## src/rtl/mips_pkg.sv

```systemverilog
// rtl/mips_pkg.sv - shared opcodes, ALU encodings, control-word layout and FSM states
package mips_pkg;

  localparam logic [5:0] OP_RTYPE = 6'b000000;
  localparam logic [5:0] OP_LW    = 6'b100011;
  localparam logic [5:0] OP_SW    = 6'b101011;
  localparam logic [5:0] OP_ADDI  = 6'b001000;
  localparam logic [5:0] OP_SLTI  = 6'b001010;
  localparam logic [5:0] OP_BEQ   = 6'b000100;

  localparam logic [5:0] FN_ADD = 6'b100000;
  localparam logic [5:0] FN_SUB = 6'b100010;
  localparam logic [5:0] FN_AND = 6'b100100;
  localparam logic [5:0] FN_OR  = 6'b100101;
  localparam logic [5:0] FN_SLT = 6'b101010;

  localparam logic [2:0] ALU_AND = 3'b000;
  localparam logic [2:0] ALU_OR  = 3'b001;
  localparam logic [2:0] ALU_ADD = 3'b010;
  localparam logic [2:0] ALU_SUB = 3'b110;
  localparam logic [2:0] ALU_SLT = 3'b111;

  localparam int CW_MEMREAD  = 8;
  localparam int CW_MEMWRITE = 7;
  localparam int CW_ALUSRC   = 6;
  localparam int CW_REGDST   = 5;
  localparam int CW_ALUOP_HI = 4;
  localparam int CW_ALUOP_LO = 2;
  localparam int CW_MEMTOREG = 1;
  localparam int CW_REGWRITE = 0;

  localparam logic [1:0] FWD_REG = 2'b00;
  localparam logic [1:0] FWD_MEM = 2'b01;
  localparam logic [1:0] FWD_WB  = 2'b10;

  typedef enum logic {
    ST_RUN   = 1'b0,
    ST_STALL = 1'b1
  } hz_state_e;

  function automatic logic [8:0] make_ctrl(
    input logic       memread,
    input logic       memwrite,
    input logic       alusrc,
    input logic       regdst,
    input logic [2:0] aluop,
    input logic       memtoreg,
    input logic       regwrite
  );
    return {memread, memwrite, alusrc, regdst, aluop, memtoreg, regwrite};
  endfunction

endpackage

```

## src/rtl/mips_hazard_ctrl_if.sv

```systemverilog
// rtl/mips_hazard_ctrl_if.sv - datapath <-> hazard/control unit signal bundle
interface mips_hazard_ctrl_if;
  logic [31:0] instr_id;
  logic        eq_id;
  logic [4:0]  rs_ex;
  logic [4:0]  rt_ex;
  logic [4:0]  rd_mem;
  logic        regwrite_mem;
  logic [4:0]  rd_wb;
  logic        regwrite_wb;
  logic [8:0]  ctrl_word;
  logic        hazard_sel;
  logic        pc_write;
  logic        if_id_write;
  logic        if_id_flush;
  logic        pc_src;
  logic [1:0]  forward_a;
  logic [1:0]  forward_b;
  logic        stall_active;

  modport master (
    output instr_id, eq_id, rs_ex, rt_ex, rd_mem, regwrite_mem, rd_wb, regwrite_wb,
    input  ctrl_word, hazard_sel, pc_write, if_id_write, if_id_flush, pc_src,
           forward_a, forward_b, stall_active
  );

  modport slave (
    input  instr_id, eq_id, rs_ex, rt_ex, rd_mem, regwrite_mem, rd_wb, regwrite_wb,
    output ctrl_word, hazard_sel, pc_write, if_id_write, if_id_flush, pc_src,
           forward_a, forward_b, stall_active
  );
endinterface

```

## src/rtl/mips_main_decoder.sv

```systemverilog
// rtl/mips_main_decoder.sv - combinational opcode/funct to 9-bit stage control word
module mips_main_decoder
  import mips_pkg::*;
(
  input  logic [5:0] opcode,
  input  logic [5:0] funct,
  output logic [8:0] ctrl_word
);

  always_comb begin
    ctrl_word = '0;
    case (opcode)
      OP_RTYPE: begin
        case (funct)
          FN_ADD:  ctrl_word = make_ctrl(1'b0, 1'b0, 1'b0, 1'b0, ALU_ADD, 1'b0, 1'b1);
          FN_SUB:  ctrl_word = make_ctrl(1'b0, 1'b0, 1'b0, 1'b0, ALU_SUB, 1'b0, 1'b1);
          FN_AND:  ctrl_word = make_ctrl(1'b0, 1'b0, 1'b0, 1'b0, ALU_AND, 1'b0, 1'b1);
          FN_OR:   ctrl_word = make_ctrl(1'b0, 1'b0, 1'b0, 1'b0, ALU_OR,  1'b0, 1'b1);
          FN_SLT:  ctrl_word = make_ctrl(1'b0, 1'b0, 1'b0, 1'b0, ALU_SLT, 1'b0, 1'b1);
          default: ctrl_word = '0;
        endcase
      end
      OP_LW:   ctrl_word = make_ctrl(1'b1, 1'b0, 1'b1, 1'b1, ALU_ADD, 1'b1, 1'b1);
      OP_SW:   ctrl_word = make_ctrl(1'b0, 1'b1, 1'b1, 1'b0, ALU_ADD, 1'b0, 1'b0);
      OP_ADDI: ctrl_word = make_ctrl(1'b0, 1'b0, 1'b1, 1'b1, ALU_ADD, 1'b0, 1'b1);
      OP_SLTI: ctrl_word = make_ctrl(1'b0, 1'b0, 1'b1, 1'b1, ALU_SLT, 1'b0, 1'b1);
      default: ctrl_word = '0;
    endcase
  end

endmodule

```

## src/rtl/mips_hazard_ctrl.sv

```systemverilog
// rtl/mips_hazard_ctrl.sv - pipeline control, load-use/branch stall FSM and EX forwarding
module mips_hazard_ctrl
  import mips_pkg::*;
#(
  parameter int STALL_CNT_W = 2
) (
  input logic              clk,
  input logic              rst,
  mips_hazard_ctrl_if.slave hz
);

  logic [8:0]             dec_ctrl;
  logic [8:0]             issued;
  logic [4:0]             rs_id, rt_id, rd_id;
  logic                   is_beq, rt_used;
  logic                   load_use, beq_ex, beq_mem;
  logic [1:0]             need;
  logic                   stall, take_branch;
  hz_state_e              state, state_nx;
  logic [STALL_CNT_W-1:0] cnt, cnt_nx;
  logic                   ex_memread, ex_regwrite, mem_memread;
  logic [4:0]             ex_dst;
  logic                   unused_shamt;

  assign rs_id        = hz.instr_id[25:21];
  assign rt_id        = hz.instr_id[20:16];
  assign rd_id        = hz.instr_id[15:11];
  assign unused_shamt = ^hz.instr_id[10:6];

  mips_main_decoder u_dec (
    .opcode   (hz.instr_id[31:26]),
    .funct    (hz.instr_id[5:0]),
    .ctrl_word(dec_ctrl)
  );

  function automatic logic reg_match(input logic [4:0] a, input logic [4:0] b);
    return (a != 5'd0) && (a == b);
  endfunction

  assign is_beq  = (hz.instr_id[31:26] == OP_BEQ);
  assign rt_used = (hz.instr_id[31:26] == OP_RTYPE) || (hz.instr_id[31:26] == OP_SW) || is_beq;

  // A beq compares in ID, so a producer still in EX/MEM must be waited on, not forwarded.
  always_comb begin
    load_use = ex_memread &&
               (reg_match(ex_dst, rs_id) || (rt_used && reg_match(ex_dst, rt_id)));
    beq_ex   = is_beq && ex_regwrite &&
               (reg_match(ex_dst, rs_id) || reg_match(ex_dst, rt_id));
    beq_mem  = is_beq && hz.regwrite_mem && mem_memread &&
               (reg_match(hz.rd_mem, rs_id) || reg_match(hz.rd_mem, rt_id));
    need = 2'd0;
    if (beq_ex && ex_memread)
      need = 2'd2;
    else if (load_use || beq_ex || beq_mem)
      need = 2'd1;
  end

  always_comb begin
    state_nx    = state;
    cnt_nx      = cnt;
    stall       = 1'b0;
    take_branch = 1'b0;
    case (state)
      ST_RUN: begin
        if (need != 2'd0) begin
          stall = 1'b1;
          if (need == 2'd2) begin
            state_nx = ST_STALL;
            cnt_nx   = STALL_CNT_W'(1);
          end
        end else if (is_beq && hz.eq_id) begin
          take_branch = 1'b1;
        end
      end
      ST_STALL: begin
        stall = 1'b1;
        if (cnt == STALL_CNT_W'(1)) begin
          state_nx = ST_RUN;
          cnt_nx   = '0;
        end else begin
          cnt_nx = cnt - STALL_CNT_W'(1);
        end
      end
      default: begin
        state_nx = ST_RUN;
        cnt_nx   = '0;
      end
    endcase
  end

  always_comb begin
    hz.ctrl_word    = '0;
    hz.hazard_sel   = 1'b0;
    hz.pc_write     = 1'b0;
    hz.if_id_write  = 1'b0;
    hz.if_id_flush  = 1'b0;
    hz.pc_src       = 1'b0;
    hz.stall_active = 1'b0;
    hz.forward_a    = FWD_REG;
    hz.forward_b    = FWD_REG;
    if (!rst) begin
      hz.ctrl_word    = dec_ctrl;
      hz.hazard_sel   = !stall;
      hz.pc_write     = !stall;
      hz.if_id_write  = !stall;
      hz.stall_active = stall;
      hz.pc_src       = take_branch;
      hz.if_id_flush  = take_branch;
      if (hz.regwrite_mem && reg_match(hz.rd_mem, hz.rs_ex))
        hz.forward_a = FWD_MEM;
      else if (hz.regwrite_wb && reg_match(hz.rd_wb, hz.rs_ex))
        hz.forward_a = FWD_WB;
      if (hz.regwrite_mem && reg_match(hz.rd_mem, hz.rt_ex))
        hz.forward_b = FWD_MEM;
      else if (hz.regwrite_wb && reg_match(hz.rd_wb, hz.rt_ex))
        hz.forward_b = FWD_WB;
    end
  end

  assign issued = hz.hazard_sel ? dec_ctrl : 9'd0;

  always_ff @(posedge clk) begin
    if (rst) begin
      state       <= ST_RUN;
      cnt         <= '0;
      ex_memread  <= 1'b0;
      ex_regwrite <= 1'b0;
      ex_dst      <= 5'd0;
      mem_memread <= 1'b0;
    end else begin
      state       <= state_nx;
      cnt         <= cnt_nx;
      ex_memread  <= issued[CW_MEMREAD];
      ex_regwrite <= issued[CW_REGWRITE];
      ex_dst      <= issued[CW_REGDST] ? rt_id : rd_id;
      mem_memread <= ex_memread;
    end
  end

endmodule
```

## src/flat_wrapper.sv

```systemverilog
// flat-port wrapper written by rule: the top's interface ports become plain ports
module mips_hazard_ctrl_flat import mips_pkg::*;
#(
  parameter int STALL_CNT_W = 2
)
  (clk, rst, hz_instr_id, hz_eq_id, hz_rs_ex, hz_rt_ex, hz_rd_mem, hz_regwrite_mem, hz_rd_wb, hz_regwrite_wb, hz_ctrl_word, hz_hazard_sel, hz_pc_write, hz_if_id_write, hz_if_id_flush, hz_pc_src, hz_forward_a, hz_forward_b, hz_stall_active);
  mips_hazard_ctrl_if hz_i ();
  input logic clk;
  input logic rst;
  input wire logic [$bits(hz_i.instr_id)-1:0] hz_instr_id;
  input wire logic [$bits(hz_i.eq_id)-1:0] hz_eq_id;
  input wire logic [$bits(hz_i.rs_ex)-1:0] hz_rs_ex;
  input wire logic [$bits(hz_i.rt_ex)-1:0] hz_rt_ex;
  input wire logic [$bits(hz_i.rd_mem)-1:0] hz_rd_mem;
  input wire logic [$bits(hz_i.regwrite_mem)-1:0] hz_regwrite_mem;
  input wire logic [$bits(hz_i.rd_wb)-1:0] hz_rd_wb;
  input wire logic [$bits(hz_i.regwrite_wb)-1:0] hz_regwrite_wb;
  output wire logic [$bits(hz_i.ctrl_word)-1:0] hz_ctrl_word;
  output wire logic [$bits(hz_i.hazard_sel)-1:0] hz_hazard_sel;
  output wire logic [$bits(hz_i.pc_write)-1:0] hz_pc_write;
  output wire logic [$bits(hz_i.if_id_write)-1:0] hz_if_id_write;
  output wire logic [$bits(hz_i.if_id_flush)-1:0] hz_if_id_flush;
  output wire logic [$bits(hz_i.pc_src)-1:0] hz_pc_src;
  output wire logic [$bits(hz_i.forward_a)-1:0] hz_forward_a;
  output wire logic [$bits(hz_i.forward_b)-1:0] hz_forward_b;
  output wire logic [$bits(hz_i.stall_active)-1:0] hz_stall_active;
  assign hz_i.instr_id = hz_instr_id;
  assign hz_i.eq_id = hz_eq_id;
  assign hz_i.rs_ex = hz_rs_ex;
  assign hz_i.rt_ex = hz_rt_ex;
  assign hz_i.rd_mem = hz_rd_mem;
  assign hz_i.regwrite_mem = hz_regwrite_mem;
  assign hz_i.rd_wb = hz_rd_wb;
  assign hz_i.regwrite_wb = hz_regwrite_wb;
  assign hz_ctrl_word = hz_i.ctrl_word;
  assign hz_hazard_sel = hz_i.hazard_sel;
  assign hz_pc_write = hz_i.pc_write;
  assign hz_if_id_write = hz_i.if_id_write;
  assign hz_if_id_flush = hz_i.if_id_flush;
  assign hz_pc_src = hz_i.pc_src;
  assign hz_forward_a = hz_i.forward_a;
  assign hz_forward_b = hz_i.forward_b;
  assign hz_stall_active = hz_i.stall_active;
  mips_hazard_ctrl #(.STALL_CNT_W(STALL_CNT_W)) u_core (.clk(clk), .rst(rst), .hz(hz_i));
endmodule
```

## config.mk

```make
export PLATFORM = sky130hd
export DESIGN_NAME = mips_hazard_ctrl_flat
export DESIGN_NICKNAME = d
export VERILOG_FILES = /design/src/rtl/mips_pkg.sv /design/src/rtl/mips_hazard_ctrl_if.sv /design/src/rtl/mips_main_decoder.sv /design/src/rtl/mips_hazard_ctrl.sv /design/src/flat_wrapper.sv
export SDC_FILE = /design/constraint.sdc
export NUM_CORES = 1
export LEC_CHECK = 0
export ABC_AREA = 1
export CORE_MARGIN = 2
export CORE_UTILIZATION = 35
export DETAILED_ROUTE_END_ITERATION = 7
export PLACE_DENSITY = 0.7
export SLEW_MARGIN = 15
export SYNTH_ARGS = -nofsm -noshare
export SYNTH_HDL_FRONTEND = slang
export SYNTH_HIERARCHICAL = 1
export SYNTH_SLANG_ARGS = --single-unit
```

## constraint.sdc

```tcl
create_clock -name clk -period 2.25 [get_ports clk]
set_input_delay 0.5625 -clock clk [delete_from_list [all_inputs] [get_ports clk]]
set_output_delay 0.5625 -clock clk [all_outputs]
set_load 0.005 [all_outputs]
```

==> qor.csv <==
stage,metric,value,unit
run_status,outcome,"finished, violations left",
run_status,failing checks,setup timing,
pwr,sw power,265,uW
placement,input/output buffers,70,
clock_network,Worst-Skew Late Latency,0.24,ns
layout,"Area growth, synth to finish",82.3,%
worst_setup_path,R2R setup slack,0.55,ns
clock_network,CTS H-tree depth,1,
floorplan,Starting Density,37.0,%
sta,skew final,0.00363,ns
grt,total gr overflow,0,
placement,Cells after DPL,458,
clock_network,TritonCTS Buffers,3,
yosys,Netlist cell types,33,
yosys,Post-Syn Instances,302,
pwr,power share of the clock group,25.5,%
sta,final hold slack,0.481,ns
clock_network,Hold Buf Count CTS,0,
floorplan,Rows,24,
sta,Final Cycle Share,105,%
yosys,Synth top area share,19.1,%
yosys,YS warnings,6,
worst_setup_path,CP startpoint kind,input port,
grt,first-pass GRT wire length,9060,um
yosys,Yosys reg bits,11,
layout,Fillers,403,
grt,vias in the first global route,2140,
sta,TNS Setup,-0.449,ns
worst_setup_path,kind of critical path,in2out,
yosys,Synth async-reset ratio,0,%
clock_network,"CTS clk-pin slew, worst paths",0.05,ns
pwr,P per Cell Area,262,nW/um^2
routing,via count,2261,
pwr,total power,781,uW
routing,vias per std cell,4.73,
yosys,"Primary FF master, synth",dfxtp_1,
grt,Total GRT Usage,21.6,%
sta,RSZ-0062 raised after global routing,yes,
clock_network,CTS tree,yes,
routing,DRT Pass-1 Iters,4,
flow_run,Max-Cap Viols,0,
worst_setup_path,Worst setup EP type,primary output,
clock_network,Root Buffer,clkbuf_8,
layout,fraction of layout instances using a drive strength above 1,46.5,%
floorplan,Die Wd,72.4,um
sta,final slew viol count,0,
worst_setup_path,Required @ worst endpoint,1.69,ns
yosys,net count after synthesis,360,
placement,gpl congestion,0.922,
layout,final core utilization,67.5,%
worst_setup_path,crit-path max cell delay,0.14,ns
pwr,leakage,1.61,nW
floorplan,die area,5240,sq um
sta,Slew headroom,80.6,%
sta,fin crit period,2.35,ns
clock_network,CTS Buffer Depth,2,
pwr,sequential share of power,26.8,%
worst_setup_path,Top delay family on crit path,simple AND/OR/NAND/NOR gates,
sta,Final WS setup,-0.103,ns
worst_setup_path,worst path cell trace,buf_4 > inv_2 > nand2_1 > nand2_1 > nor2_1 > nand3_1 > nand2_1 > nand2_2 > nand2_4 > nor2_4 > nand2_4 > buf_6 > nor3_4 > buf_2,
routing,ANT nets after route,0,
routing,initial drt markers,80,
placement,pre-CTS setup slack,-0.935,ns
layout,net total in the final layout,485,
worst_setup_path,Worst Path Buf+Inv,4,
worst_setup_path,WP data arrival,1.79,ns
placement,placed cell areas,2660,sq um
placement,HPWL Detailed,4050,um
yosys,synthesized area,1640,sq um
routing,DRC,0,
pwr,Comb power frac,47.7,%
layout,Non-Filler Instances,478,
yosys,"Seq/Total Area, Yosys",13.5,%
layout,ANT cells,0,
routing,per-cell routed wire length,11.9,um
pwr,Peak VDD IR,233,uV
sta,Max Freq,0.425,GHz
worst_setup_path,crit-path most repeated cell,nand2_1,
yosys,"EDFF count, synth",0,
routing,routed wire length,5670,um
sta,final-report setup violation count,7,
grt,initial antenna violation count,0,
clock_network,CTS Sinks,11,
sta,final number of hold-violating endpoints,0,
floorplan,Die Height,72.4,um
grt,pin count of the biggest net entering global routing,24,
layout,Final Cell Area,2980,sq um
sta,worst-margin pin slew,0.288,ns
yosys,syn avg cell area,5.41,sq um
yosys,Area contributors post-synth,"nand2_1 (19%), dfxtp_1 (13%), inv_1 (13%)",
pwr,internal power,517,uW
floorplan,CORE AREA,4410,sq um
floorplan,I/O Pins,76,
yosys,post-synth top area cell,nand2_1,
worst_setup_path,Slowest cell on crit path,buf_2,
worst_setup_path,crit-path max FO,4,
pwr,Sw Ratio,33.9,%
hold_path,Worst Hold Class,reg2reg,
-- placed cells by master, fill, tap and decap left out, drive strengths merged --
cell           count
dfxtp             11
xor2               8
nand3             14
nand4             13
o22ai              2
o211a              1
buf               97
clkdlybuf4s50      6
nor2              53
xnor2              9
or2                2
clkbuf             8
o21ai              6
ha                 1
nor4               3
nor3               7
and2               1
a21oi              7
dlygate4sd2       14
nand2             90
clkdlybuf4s15      6
o211ai             2
inv               65
-- synthesized netlist by cell type (2+ instances only) --
library cell,number
o21ai_0,4
nor4_1,3
xor2_1,8
nand2_2,5
nor2_4,3
nor2_2,7
nor3_2,3
inv_2,8
nor3_1,4
nor2_1,43
nand4_1,12
buf_4,4
nand2_4,2
xnor2_1,9
o211ai_1,2
dfxtp_1,11
inv_1,57
nand2_1,83
o22ai_1,2
a21oi_1,6
nand3_1,14
-- cell families after synthesis --
family          count (synthesis)  share of synthesized area (%)
buf+inv                        72                           18.0
flops                          11                           13.5
simple gates                  183                           52.0
xor+xnor                       17                           9.11
fa+ha+maj                       1                          0.765
compound gates                 18                           6.73
-- flip-flops by register name, summed over array words and instances, names as in the netlist --
| name | flops |
|---|---|
| u_core/ex_regwrite | 1 |
| u_core/ex_memread | 1 |
| u_core/state | 1 |
| u_core/ex_dst | 5 |
| u_core/mem_memread | 1 |
| u_core/cnt | 2 |
-- tightest hold or removal path: cells and delay by family, from the launching register on --
kind	cells	cell delay (ns)
buffers and inverters	1	0.06
DFF	1	0.35
and+or+nand+nor	1	0.03
-- final cells by class --
class	count	area, sq um	share of cell area, %
Multi-Input combinational cell	219	1350	45.3
Inverter	65	256	8.60
Clock buffer	4	45.0	1.51
Timing Repair Buffer	127	1040	34.8
Sequential cell	11	228	7.64
Tap cell	52	65.1	2.18
-- metal layers --
layer	track usage (%)	vias up	routed length, um
li1	-	1168	-
met1	26.6	1013	2480
met2	38.0	75	2790
met3	2.92	5	351
met4	7.76	0	52
met5	0	-	0
-- worst paths after layout --
kind                                     start                             to  cells after the start
hold reg to reg   u_core/ex_memread$_SDFF_PP0_  u_core/mem_memread$_SDFF_PP0_                      2
setup reg to reg   u_core/ex_dst[0]$_SDFF_PP0_        u_core/state$_SDFF_PP0_                     15
hold / removal    u_core/ex_memread$_SDFF_PP0_  u_core/mem_memread$_SDFF_PP0_                      2
setup / recovery               hz_instr_id[19]                      hz_pc_src                     14
-- power by group through the flow --
| stage | clock network (mW) | registers, mW | logic (mW) |
|---|---|---|---|
| 2_1_floorplan | 0 | 0.210 | 0.138 |
| 3_3_place_gp | 0 | 0.211 | 0.322 |
| 3_5_place_dp | 0 | 0.211 | 0.324 |
| 4_1_cts | 0.200 | 0.209 | 0.338 |
| 5_1_grt | 0.217 | 0.210 | 0.406 |
| 6_report | 0.199 | 0.210 | 0.373 |
-- timing repair --
item                       CTS  global route
resized for setup          260            63
setup endpoints to repair   19            18
setup buffers               15             4
pin swaps                   52            39
(Power assumes the default switching activity.)
